==> src/rtl/branch_cond_unit.sv <==
// branch_cond_unit: evaluates MIPS branch/register-jump conditions with operand-wait FSM.
// Optional macro BRANCH_STATS_EN adds saturating branch/taken counters.
module branch_cond_unit #(
    parameter int DATA_WIDTH = 32,
    parameter int CNT_WIDTH  = 16
) (
    input  logic                  Clk,
    input  logic                  Rst_n,
    input  logic                  In_Valid,
    output logic                  In_Ready,
    input  logic [5:0]            Opcode,
    input  logic [4:0]            Rt,
    input  logic [5:0]            Funct,
    input  logic                  RType,
    input  logic [DATA_WIDTH-1:0] A,
    input  logic [DATA_WIDTH-1:0] B,
    input  logic                  A_Ready,
    input  logic                  B_Ready,
    input  logic                  Flush,
    output logic                  Out_Valid,
    output logic                  Taken,
    output logic                  IsBranch,
    output logic                  IsJumpReg,
    output logic                  Stall,
    output logic [CNT_WIDTH-1:0]  BranchCount,
    output logic [CNT_WIDTH-1:0]  TakenCount
);
    typedef enum logic [1:0] {IDLE, WAIT, DONE} state_t;
    state_t state, nxt;
    logic [5:0] op_q, funct_q, op, funct;
    logic [4:0] rt_q, rt;
    logic rtype_q, rtype;
    logic a_neg, a_zero, is_jr, is_regimm, is_beq, is_bne, is_bgtz, is_blez;
    logic is_br, need_b, cond, opnd_ok, accept;
    logic taken_q, br_q, jr_q;

    // While waiting, decode from the latched instruction; operands stay live.
    assign op    = (state == WAIT) ? op_q    : Opcode;
    assign rt    = (state == WAIT) ? rt_q    : Rt;
    assign funct = (state == WAIT) ? funct_q : Funct;
    assign rtype = (state == WAIT) ? rtype_q : RType;

    assign a_neg     = A[DATA_WIDTH-1];
    assign a_zero    = (A == '0);
    assign is_jr     = rtype & ((funct == 6'b001000) | (funct == 6'b001001));
    assign is_regimm = ~rtype & (op == 6'b000001) & ((rt == 5'd0) | (rt == 5'd1));
    assign is_beq    = ~rtype & (op == 6'b000100);
    assign is_bne    = ~rtype & (op == 6'b000101);
    assign is_bgtz   = ~rtype & (op == 6'b000111);
    assign is_blez   = ~rtype & (op == 6'b000110);
    assign is_br     = is_jr | is_regimm | is_beq | is_bne | is_bgtz | is_blez;
    assign need_b    = is_beq | is_bne;

    // Signed tests against zero reduce to the sign bit and a zero detect.
    assign cond = is_jr
                | (is_regimm & (rt[0] ? ~a_neg : a_neg))
                | (is_beq & (A == B))
                | (is_bne & (A != B))
                | (is_bgtz & ~a_neg & ~a_zero)
                | (is_blez & (a_neg | a_zero));

    assign opnd_ok  = ~is_br | (A_Ready & (~need_b | B_Ready));
    assign In_Ready = (state != WAIT);
    assign accept   = In_Valid & In_Ready & ~Flush;

    always_comb begin
        nxt = IDLE;
        if (Flush)
            nxt = IDLE;
        else if (state == WAIT)
            nxt = opnd_ok ? DONE : WAIT;
        else if (accept)
            nxt = opnd_ok ? DONE : WAIT;
    end

    always_ff @(posedge Clk or negedge Rst_n) begin
        if (!Rst_n) begin
            state   <= IDLE;
            taken_q <= 1'b0;
            br_q    <= 1'b0;
            jr_q    <= 1'b0;
            op_q    <= '0;
            rt_q    <= '0;
            funct_q <= '0;
            rtype_q <= 1'b0;
        end else begin
            state   <= nxt;
            taken_q <= (nxt == DONE) & cond;
            br_q    <= (nxt == DONE) & is_br;
            jr_q    <= (nxt == DONE) & is_jr;
            if (accept) begin
                op_q    <= Opcode;
                rt_q    <= Rt;
                funct_q <= Funct;
                rtype_q <= RType;
            end
        end
    end

    assign Out_Valid = (state == DONE);
    assign Taken     = taken_q;
    assign IsBranch  = br_q;
    assign IsJumpReg = jr_q;
    assign Stall     = Rst_n & ((state == WAIT) | (accept & ~opnd_ok));

`ifdef BRANCH_STATS_EN
    logic [CNT_WIDTH-1:0] bcnt, tcnt;

    always_ff @(posedge Clk or negedge Rst_n) begin
        if (!Rst_n) begin
            bcnt <= '0;
            tcnt <= '0;
        end else begin
            if (Out_Valid & br_q & ~&bcnt)
                bcnt <= bcnt + 1'b1;
            if (Out_Valid & taken_q & ~&tcnt)
                tcnt <= tcnt + 1'b1;
        end
    end

    assign BranchCount = bcnt;
    assign TakenCount  = tcnt;
`else
    assign BranchCount = '0;
    assign TakenCount  = '0;
`endif
endmodule

==> config.mk <==
export PLATFORM = sky130hd
export DESIGN_NAME = branch_cond_unit
export DESIGN_NICKNAME = d
export VERILOG_FILES = /design/src/rtl/branch_cond_unit.sv
export SDC_FILE = /design/constraint.sdc
export NUM_CORES = 1
export LEC_CHECK = 0
export CORE_MARGIN = 2
export CORE_UTILIZATION = 35
export CTS_BUF_LIST = sky130_fd_sc_hd__clkbuf_4 sky130_fd_sc_hd__clkbuf_8 sky130_fd_sc_hd__clkbuf_16
export CTS_CLUSTER_DIAMETER = 60
export DETAILED_ROUTE_END_ITERATION = 10
export PLACE_DENSITY_LB_ADDON = 0.08
export REMOVE_ABC_BUFFERS = 1
export SLEW_MARGIN = 20
export SYNTH_ARGS = -nofsm -noshare
export SYNTH_HDL_FRONTEND = slang
export SYNTH_SLANG_ARGS = --single-unit
export TNS_END_PERCENT = 1
==> constraint.sdc <==
create_clock -name Clk -period 2.7 [get_ports Clk]
set_clock_uncertainty 0.05 [all_clocks]
set_input_delay 0.27 -clock Clk [delete_from_list [all_inputs] [get_ports Clk]]
set_output_delay 0.27 -clock Clk [all_outputs]
set_load 0.01 [all_outputs]
==> summary.md, run 1 <==
| Metric | Value |
|---|---|
| Worst-path fanout max | 3 |
| Critical Path Stages | 8 |
| R2R cell count | 4 |
| DR iter-0 viols | 29 |
| Crit path DAT | approximately 2200 ps |
| Most frequent cells in the layout | clkdlybuf4s50_1, xnor2_1, conb_1, dfrtp_1, mux2_2 |
| Ports | 126 |
| Vias per inst | around 4.6 |
| P per Cell Area | 361.9 mW/mm^2 |
| WL final | ~4.7 mm |
| Power Total | roughly 1.0 mW |
| # DRC | 0 |
| Cells after synthesis | approximately 180 |
| Maximum VDD drop | around 0.0004 V |
| Die area | between 0.005 and 0.006 mm^2 |
| Post-Syn Area | 0.001824 mm^2 |
| Kind of cell adding the most delay to the critical path | buffers and inverters |
| Most common cell after layout, fill and taps aside | clkdlybuf4s50_1 |
| Fin. Hold Viols | 0 |
| CP Class | in -> out |
| IO buf count | around 90 |
| Routed Antenna Nets | 0 |
| First-pass DRT Iterations | 4 |
| Root Buffer | clkbuf_8 |
| Diode count | 0 |
| Crit path cell chain | clkdlybuf4s50_1 -> nor4_4 -> a221oi_1 -> a31o_1 -> a21o_1 -> and2_4 -> o21ai_2 -> dlygate4sd2_1 |
| GRT Overall Usage | between 10% and 20% |
| Main synth FF type | dfrtp_1 |
| CP max stage delay | roughly 460 ps |
| CP startpoint kind | primary input |
| Async SR Flop Fraction | 100.0% |
| RSZ-0062 raised after global routing | false |
| Core area | between 0.005 and 0.006 mm^2 |
| DR WL/cell | ~13 um |
| Crit end category | output port |
| Max Fclk | approximately 0.4 GHz |
| Via Count | around 1600 |
| Chip height | ~76 um |
| CTS sink cnt | 22 |
| Vias in the first global route | between 1500 and 2000 |
| Starting density of the core | a little over a third |
| Largest net degree at the start of global routing | 18 |
| Post-synth EDFFs | 0 |
| Multi-input combinational cell area | about 0.0011 mm^2 |
| Ys Warns | 0 |
| Hold WC Path Type | in -> async |
| Post-synthesis sequential area ratio | between 30% and 40% |
| Endpoints failing setup | 0 |
| Critical Path RT | 2380 ps |
| Mean cell area of the mapped netlist | 10.02 um^2 |
| Flops & latches, synth | 22 |
| DP Worst Slack | -133.2 ps |
| Max_slew headroom | 49.98% |
| Leakage power | 1.057 nW |
| Clk slew on worst S/H paths | about 80 ps |
| Grt total ovfl | 0 |
| R2R setup slack | roughly 800 ps |
| Final Critical Period | 2486 ps |
| Setup TNS | 0 ps |
| Num CTS Buffers | 3 |
| GPL Wtd Cong | about 0.84 |
| Status | completed |
| Final period utilization | roughly 92% |
| Share of cells above drive strength 1 | 12.41% |
| Die X-Extent | ~76 um |
| Library cells used by synthesis | 37 |
| Initial antenna violation count | 0 |
| Slowest CP cell | clkdlybuf4s50_1 |
| First-pass GRT wire length | roughly 7.6 mm |
| CTS Hold Bufs | 0 |
| Buf/Inv on CP | 2 |
| # nets final | between 300 and 400 |
| Reg area | ~550 um^2 |
| Num rows | 26 |
| Fill count | between 400 and 500 |
| Final Slew Violations | 0 |
| Max-cap violations | 0 |
| Depth of the CTS H-tree | 1 |
| PnR worst setup slack | around 210 ps |
| Hold WS | ~230 ps |
| Slew of the pin with the lowest slew margin | between 700 and 800 ps |
| Area grow syn2layout | 54.53% |
| Dpl hpwl | 4.175 mm |
| Clk Latency, worst-skew pair | 260 ps |
| CTS tree | built |
| Clock Path Buffers | 2 |
per-layer routing:
metal	wire length, um	part of all wire, %	GRT usage (%)
met5	0	0	0
met4	64	1.4	4.182
met3	266	5.6	3.555
met2	2371	50	28.57
met1	2026	43	20.27
worst paths after layout:
path | start | to
setup / recovery | Opcode[5] | Stall
hold / removal | Rst_n | IsJumpReg$_DFF_PN0_
setup reg to reg | state[1]$_DFF_PN0_ | op_q[1]$_DFFE_PN0P_
hold reg to reg | funct_q[3]$_DFFE_PN0P_ | funct_q[3]$_DFFE_PN0P_
max in group asynchronous | Rst_n | op_q[2]$_DFFE_PN0P_
min in group Clk | funct_q[3]$_DFFE_PN0P_ | funct_q[3]$_DFFE_PN0P_
metrics by stage:
step	area, um^2	util (%)	cells
after floorplan	1695	-	180
after CTS	2819	55.55	352
final	2819	55.55	352
after global placement	2741	54.02	347
after detailed placement	2741	54.02	347
after global routing	2819	55.55	352
synth_stat cells (3+ instances only):
library cell  number  area (um^2)
a21oi_1            3        15.01
nand4_1           13        81.33
nor4_1            11        68.82
nor2_1             5        18.77
nand2_1            6        22.52
o21bai_1           3        22.52
buf_4             32        240.2
xnor2_1           34        297.8
dfrtp_1           22        550.5
nand3_1            3        15.01
mux2_2            17        191.4
registers in the layout, summed over array words and instances (netlist names):
register   flops
IsBranch       1
IsJumpReg      1
Taken          1
funct_q        5
op_q           6
rt_q           5
rtype_q        1
state          2
worst reg2reg max path, stage by stage, from the launching register on:
cell and delay, ps:
dfrtp_1 420, nor2b_4 230, inv_4 100, nand2_1 570, mux2_2 420
layout make-up:
type / instances / share of cell area (%)
sequential: 22 / 19.53
inverter: 1 / 0.2219
tap: 70 / 3.107
timing repair buffer: 98 / 34.22
multi-input combinational: 157 / 40.39
clock buffer: 3 / 1.465
clock inverter: 1 / 1.065
power by group:
| group | internal, mW | leakage, nW | switching, mW | total (mW) |
|---|---|---|---|---|
| clock network | 0.198 | 0.0357 | 0.109 | 0.307 |
| logic | 0.198 | 0.753 | 0.114 | 0.312 |
| registers | 0.369 | 0.268 | 0.0314 | 0.401 |
| total | 0.765 | 1.06 | 0.255 | 1.02 |
logic make-up (layout without fill, tap and decap cells):
logic type                after synthesis  after routing  share of synthesized area (%)
AOI/OAI and AO/OA                      18             18                          6.996
DFF                                    22             22                          30.18
other                                   1             32                         0.2056
and+or+nand+nor                        53             53                          19.68
buffers and inverters                  34            103                          13.79
muxes                                  20             20                          12.83
xor gates and xnor gates               34             34                          16.32
repair_timing:
action,in CTS,in global routing
buffers inserted,1,0
setup endpoints to repair,1,0
resized for setup,1,0
Note: power is estimated with default switching activity, not from simulation.
==> run 2, diff against run 1 <==
--- a/config.mk
+++ b/config.mk
@@ -10,7 +10,7 @@
 export CTS_BUF_LIST = sky130_fd_sc_hd__clkbuf_4 sky130_fd_sc_hd__clkbuf_8 sky130_fd_sc_hd__clkbuf_16
 export CTS_CLUSTER_DIAMETER = 60
 export DETAILED_ROUTE_END_ITERATION = 10
-export PLACE_DENSITY_LB_ADDON = 0.08
+export PLACE_DENSITY = 0.86
 export REMOVE_ABC_BUFFERS = 1
 export SLEW_MARGIN = 20
 export SYNTH_ARGS = -nofsm -noshare
==> summary.md, run 2 (synthesized netlist as in run 1, its figures left out) <==
| Metric | Value |
|---|---|
| Hold WC Path Type | in -> async |
| Ports | approximately 130 |
| Die X-Extent | 76.20 um |
| CTS tree | built |
| Num CTS Buffers | 3 |
| Die area | 0.005806 mm^2 |
| Via Count | around 1600 |
| CP Class | in -> out |
| Fin. Hold Viols | 0 |
| Root Buffer | clkbuf_8 |
| Setup TNS | 0 ps |
| RSZ-0062 raised after global routing | false |
| Clock Path Buffers | 2 |
| DP Worst Slack | -85.59 ps |
| Vias in the first global route | approximately 1700 |
| Share of cells above drive strength 1 | 11.79% |
| Leakage power | 1.048 nW |
| Reg with most FFs | op_q |
| Chip height | 76.20 um |
| Clk slew on worst S/H paths | ~70 ps |
| Worst-path fanout max | 3 |
| Fill count | around 460 |
| P per Cell Area | 362.0 mW/mm^2 |
| Final period utilization | around 93% |
| IO buf count | between 90 and 100 |
| Num rows | 26 |
| GRT Overall Usage | approximately 16% |
| Maximum VDD drop | between 0.0002 and 0.00025 V |
| WL final | about 4.7 mm |
| Max reg flops | 6 |
| Dpl hpwl | ~4.2 mm |
| # DRC | 0 |
| Critical Path RT | 2380 ps |
| Fin cells | 350 |
| Clk Latency, worst-skew pair | approximately 260 ps |
| Setup bufs post-CTS | 0 |
| DR iter-0 viols | 91 |
| CP startpoint kind | primary input |
| Biggest regs | op_q (6), funct_q (5), rt_q (5) |
| Post_cts resized | 1 |
| Endpoints failing setup | 0 |
| Largest net degree at the start of global routing | 18 |
| Initial antenna violation count | 0 |
| Final Slew Violations | 0 |
| Status | completed |
| Grt total ovfl | 0 |
| PnR worst setup slack | between 150 and 200 ps |
| Starting density of the core | between 30% and 40% |
| Max-cap violations | 0 |
| Routed Antenna Nets | 0 |
| Depth of the CTS H-tree | 1 |
| Area grow syn2layout | 53.70% |
| First-pass GRT wire length | between 7 and 8 mm |
| Core area | between 0.005 and 0.006 mm^2 |
| CTS sink cnt | 22 |
| Max Fclk | between 0.3 and 0.4 GHz |
| Placed Cells | between 300 and 400 |
| GPL Wtd Cong | 0.8529 |
| Diode count | 0 |
| Final Critical Period | 2516 ps |
| First-pass DRT Iterations | 4 |
| Max_slew headroom | a little under three fifths |
| CTS Hold Bufs | 0 |
| Crit path DAT | 2200 ps |
| Most common cell after layout, fill and taps aside | clkdlybuf4s50_1 |
| Vias per inst | between 4 and 5 |
| Crit end category | output port |
| Post-layout util | 55.25% |
| # nets final | roughly 370 |
| DR WL/cell | 13.52 um |
| Slew of the pin with the lowest slew margin | approximately 660 ps |
| R2R setup slack | between 800 and 900 ps |
| Most frequent cells in the layout | clkdlybuf4s50_1, xnor2_1, conb_1, dfrtp_1, mux2_2 |
-- run 2: cell count changes in the layout (fill, tap and decap cells not counted) --
cell / previous run / this run
buf_4: 6 / 4
-- run 2: final timing paths --
path                                startpoint             endpoint  cells past startpoint
min reg2reg                rt_q[4]$_DFFE_PN0P_  rt_q[4]$_DFFE_PN0P_                      1
max                                  Opcode[5]                Stall                      8
min                                      Rst_n  op_q[1]$_DFFE_PN0P_                      1
max reg2reg                rtype_q$_DFFE_PN0P_      Taken$_DFF_PN0_                      7
min in group Clk           rt_q[4]$_DFFE_PN0P_  rt_q[4]$_DFFE_PN0P_                      1
max in group asynchronous                Rst_n  op_q[3]$_DFFE_PN0P_                      2
-- run 2: layer usage --
metal	wire length, um	vias to the layer above	GRT usage, %
met1	2010	744	19.30
met3	203	8	2.962
met4	78	0	4.545
li1	-	793	-
met2	2439	52	29.02
met5	0	-	0
-- run 2: critical path: stages --
cell	delay [ps]
clkdlybuf4s50_1	460
nor4_4	360
a221oi_1	140
a31o_1	220
a21o_1	210
and2_4	140
o21ai_2	120
dlygate4sd2_1	270
-- run 2: cell type report --
| type | count | area, um^2 | area share (%) |
|---|---|---|---|
| Clock buffer | 3 | 41.29 | 1.473 |
| Clock inverter | 1 | 30.03 | 1.071 |
| Inverter | 1 | 6.256 | 0.2231 |
| Multi-Input combinational cell | 157 | 1139 | 40.61 |
| Sequential cell | 22 | 550.5 | 19.63 |
| Tap cell | 70 | 87.58 | 3.124 |
| Timing Repair Buffer | 96 | 949.7 | 33.87 |
-- run 2: per-stage QoR --
step | hold slack (ps) | total power, mW | area (um^2)
2_1_floorplan | -75.59 | 0.5336 | 1695
3_3_place_gp | 435.2 | 0.7108 | 2734
3_5_place_dp | 445.8 | 0.7190 | 2734
4_1_cts | 235.4 | 1.023 | 2804
5_1_grt | 242.5 | 1.065 | 2804
6_report | 226.4 | 1.015 | 2804
-- run 2: where the power goes --
| group | total (mW) | switching (mW) | leakage [nW] | internal (mW) |
|---|---|---|---|---|
| logic | 0.313 | 0.116 | 0.744 | 0.197 |
| registers | 0.400 | 0.0306 | 0.268 | 0.369 |
| clock network | 0.302 | 0.103 | 0.0357 | 0.198 |
| total | 1.01 | 0.250 | 1.05 | 0.765 |
==> run 3, diff against run 2 <==
--- a/config.mk
+++ b/config.mk
@@ -10,7 +10,8 @@
 export CTS_BUF_LIST = sky130_fd_sc_hd__clkbuf_4 sky130_fd_sc_hd__clkbuf_8 sky130_fd_sc_hd__clkbuf_16
 export CTS_CLUSTER_DIAMETER = 60
 export DETAILED_ROUTE_END_ITERATION = 10
-export PLACE_DENSITY = 0.86
+export HOLD_SLACK_MARGIN = 0.06
+export PLACE_DENSITY = 0.8
 export REMOVE_ABC_BUFFERS = 1
 export SLEW_MARGIN = 20
 export SYNTH_ARGS = -nofsm -noshare
==> constraint.sdc (replaced) <==
create_clock -name Clk -period 2.9 [get_ports Clk]
set_clock_uncertainty 0.05 [all_clocks]
set_input_delay 0.29 -clock Clk [delete_from_list [all_inputs] [get_ports Clk]]
set_output_delay 0.29 -clock Clk [all_outputs]
set_load 0.01 [all_outputs]
==> summary.md, run 3 (synthesized netlist as in run 1, its figures left out) <==
| Metric | Value |
|---|---|
| Clock Path Buffers | 2 |
| # nets final | between 300 and 400 |
| Net Switching | 0.2359 mW |
| CTS sink cnt | 22 |
| Critical Path RT | roughly 2600 ps |
| Fin. Hold Viols | 0 |
| First-pass DRT Iterations | 4 |
| Vias per inst | roughly 4.7 |
| Max-cap violations | 0 |
| Max_slew headroom | between 50% and 60% |
| Share of cells above drive strength 1 | 12.46% |
| Clk pwr share | between 20% and 30% |
| Vias in the first global route | roughly 1700 |
| Most frequent cells in the layout | clkdlybuf4s50_1, xnor2_1, conb_1, dfrtp_1, mux2_2 |
| Cell-internal power | 0.6211 mW |
| Via Count | about 1700 |
| CP max stage delay | approximately 540 ps |
| Die X-Extent | about 76 um |
| Biggest regs | op_q (6), funct_q (5), rt_q (5) |
| Combinational power share | 34.7% |
| P per Cell Area | about 300 mW/mm^2 |
| Crit end category | output port |
| Status | completed |
| Crit path DAT | 2530 ps |
| Slew of the pin with the lowest slew margin | 669.6 ps |
| Worst-path fanout max | 4 |
| Maximum VDD drop | roughly 0.00015 V |
| Num rows | 26 |
| Endpoints failing setup | 0 |
| Most common cell after layout, fill and taps aside | clkdlybuf4s50_1 |
| CTS Hold Bufs | 0 |
| CP most frequent cell | clkdlybuf4s50_1 |
| Sw Ratio | 27.52% |
| Grt total ovfl | 0 |
| Power Total | between 0.8 and 0.9 mW |
| Reg with most FFs | op_q |
| Final period utilization | between 90% and 100% |
| CP Class | in -> out |
| Area grow syn2layout | 53.29% |
| Depth of the CTS H-tree | 1 |
| Buf/Inv on CP | 2 |
| DR iter-0 viols | 80 |
| GRT Overall Usage | between 10% and 20% |
| Core area | 0.005075 mm^2 |
| Num CTS Buffers | 3 |
| Dpl hpwl | roughly 4.5 mm |
| Fill count | around 470 |
| Leakage power | 1.038 nW |
| Ports | roughly 130 |
| IO buf count | just over 90 |
| DR WL/cell | between 10 and 15 um |
| Clk Latency, worst-skew pair | 260 ps |
| Final Slew Violations | 0 |
| Clk slew on worst S/H paths | around 80 ps |
| Root Buffer | clkbuf_8 |
| Largest net degree at the start of global routing | 18 |
| Hold WC Path Type | in -> async |
| Crit path cell chain | clkdlybuf4s50_1 -> nor4_4 -> a221oi_1 -> a31o_1 -> a21o_1 -> and2_4 -> o21ai_2 -> clkdlybuf4s50_1 |
| Max Fclk | between 0.3 and 0.4 GHz |
| Flop pwr share | 43.6% |
| Post-layout util | about 55% |
| RSZ-0062 raised after global routing | false |
| Die area | 0.005806 mm^2 |
| Initial antenna violation count | 0 |
| Slowest CP cell | clkdlybuf4s50_1 |
| First-pass GRT wire length | about 8.3 mm |
| Final Critical Period | 2866 ps |
| CTS tree | built |
| Chip height | roughly 76 um |
| Setup TNS | 0 ps |
| Max reg flops | 6 |
| Routed Antenna Nets | 0 |
| CP startpoint kind | primary input |
| GPL Wtd Cong | between 0.8 and 0.9 |
| Diode count | 0 |
| # DRC | 0 |
| Starting density of the core | a little over a third |
| Kind of cell adding the most delay to the critical path | buffers and inverters |
| WL final | around 5.2 mm |
-- run 3: cell count changes in the layout (fill, tap and decap cells not counted), sizes merged --
cell,change
bufinv,-1
dlygate4sd2,-1
clkdlybuf4s50,+1
buf,+2
-- run 3: layout make-up --
cell class | instances | area [um^2] | share of cell area [%]
multi-input cells | 157 | 1145 | 40.94
well taps | 70 | 87.58 | 3.132
flip-flops and latches | 22 | 550.5 | 19.69
clock buffers | 3 | 41.29 | 1.477
inverters | 1 | 6.256 | 0.2237
repair buffers | 98 | 965.9 | 34.54
-- run 3: what timing repair did --
item,CTS,global route
setup endpoints to repair,0,1
buffers inserted,0,3
resized for setup,0,1
-- run 3: worst paths after layout --
path / from / end / slack, ps / depth (start not counted)
min in group Clk: rt_q[3]$_DFFE_PN0P_ / rt_q[3]$_DFFE_PN0P_ / 460 / 1
max in group asynchronous: Rst_n / rt_q[0]$_DFFE_PN0P_ / 2330 / 2
hold reg to reg: rt_q[3]$_DFFE_PN0P_ / rt_q[3]$_DFFE_PN0P_ / 460 / 1
hold / removal: Rst_n / op_q[5]$_DFFE_PN0P_ / 310 / 2
setup reg to reg: rtype_q$_DFFE_PN0P_ / Taken$_DFF_PN0_ / 1060 / 7
setup / recovery: Opcode[3] / Stall / 30 / 8
-- run 3: metal layers --
| layer | global-route usage [%] | vias up | part of all wire (%) |
|---|---|---|---|
| li1 | - | 797 | - |
| met1 | 21.06 | 776 | 39 |
| met2 | 34.29 | 69 | 56 |
| met3 | 1.185 | 8 | 4.3 |
| met4 | 4.182 | 0 | 1.4 |
| met5 | 0 | - | 0 |
-- run 3: per-stage QoR --
step | setup WS, ps | hold WS [ps] | cells | cell area, um^2
after floorplan | 1048 | -55.59 | 180 | 1695
final | 33.89 | 312.1 | 351 | 2796
after global routing | 0.5811 | 319.1 | 351 | 2796
after CTS | 24.68 | 324.4 | 348 | 2768
after detailed placement | 49.69 | 446.5 | 345 | 2726
after global placement | 62.67 | 434.2 | 345 | 2726
-- run 3: power by group through the flow --
stage | registers, mW | logic (mW) | clock network [mW]
final | 0.373 | 0.297 | 0.186
after global routing | 0.378 | 0.320 | 0.204
after CTS | 0.373 | 0.296 | 0.190
after detailed placement | 0.378 | 0.293 | 0
after global placement | 0.375 | 0.287 | 0
after floorplan | 0.371 | 0.126 | 0
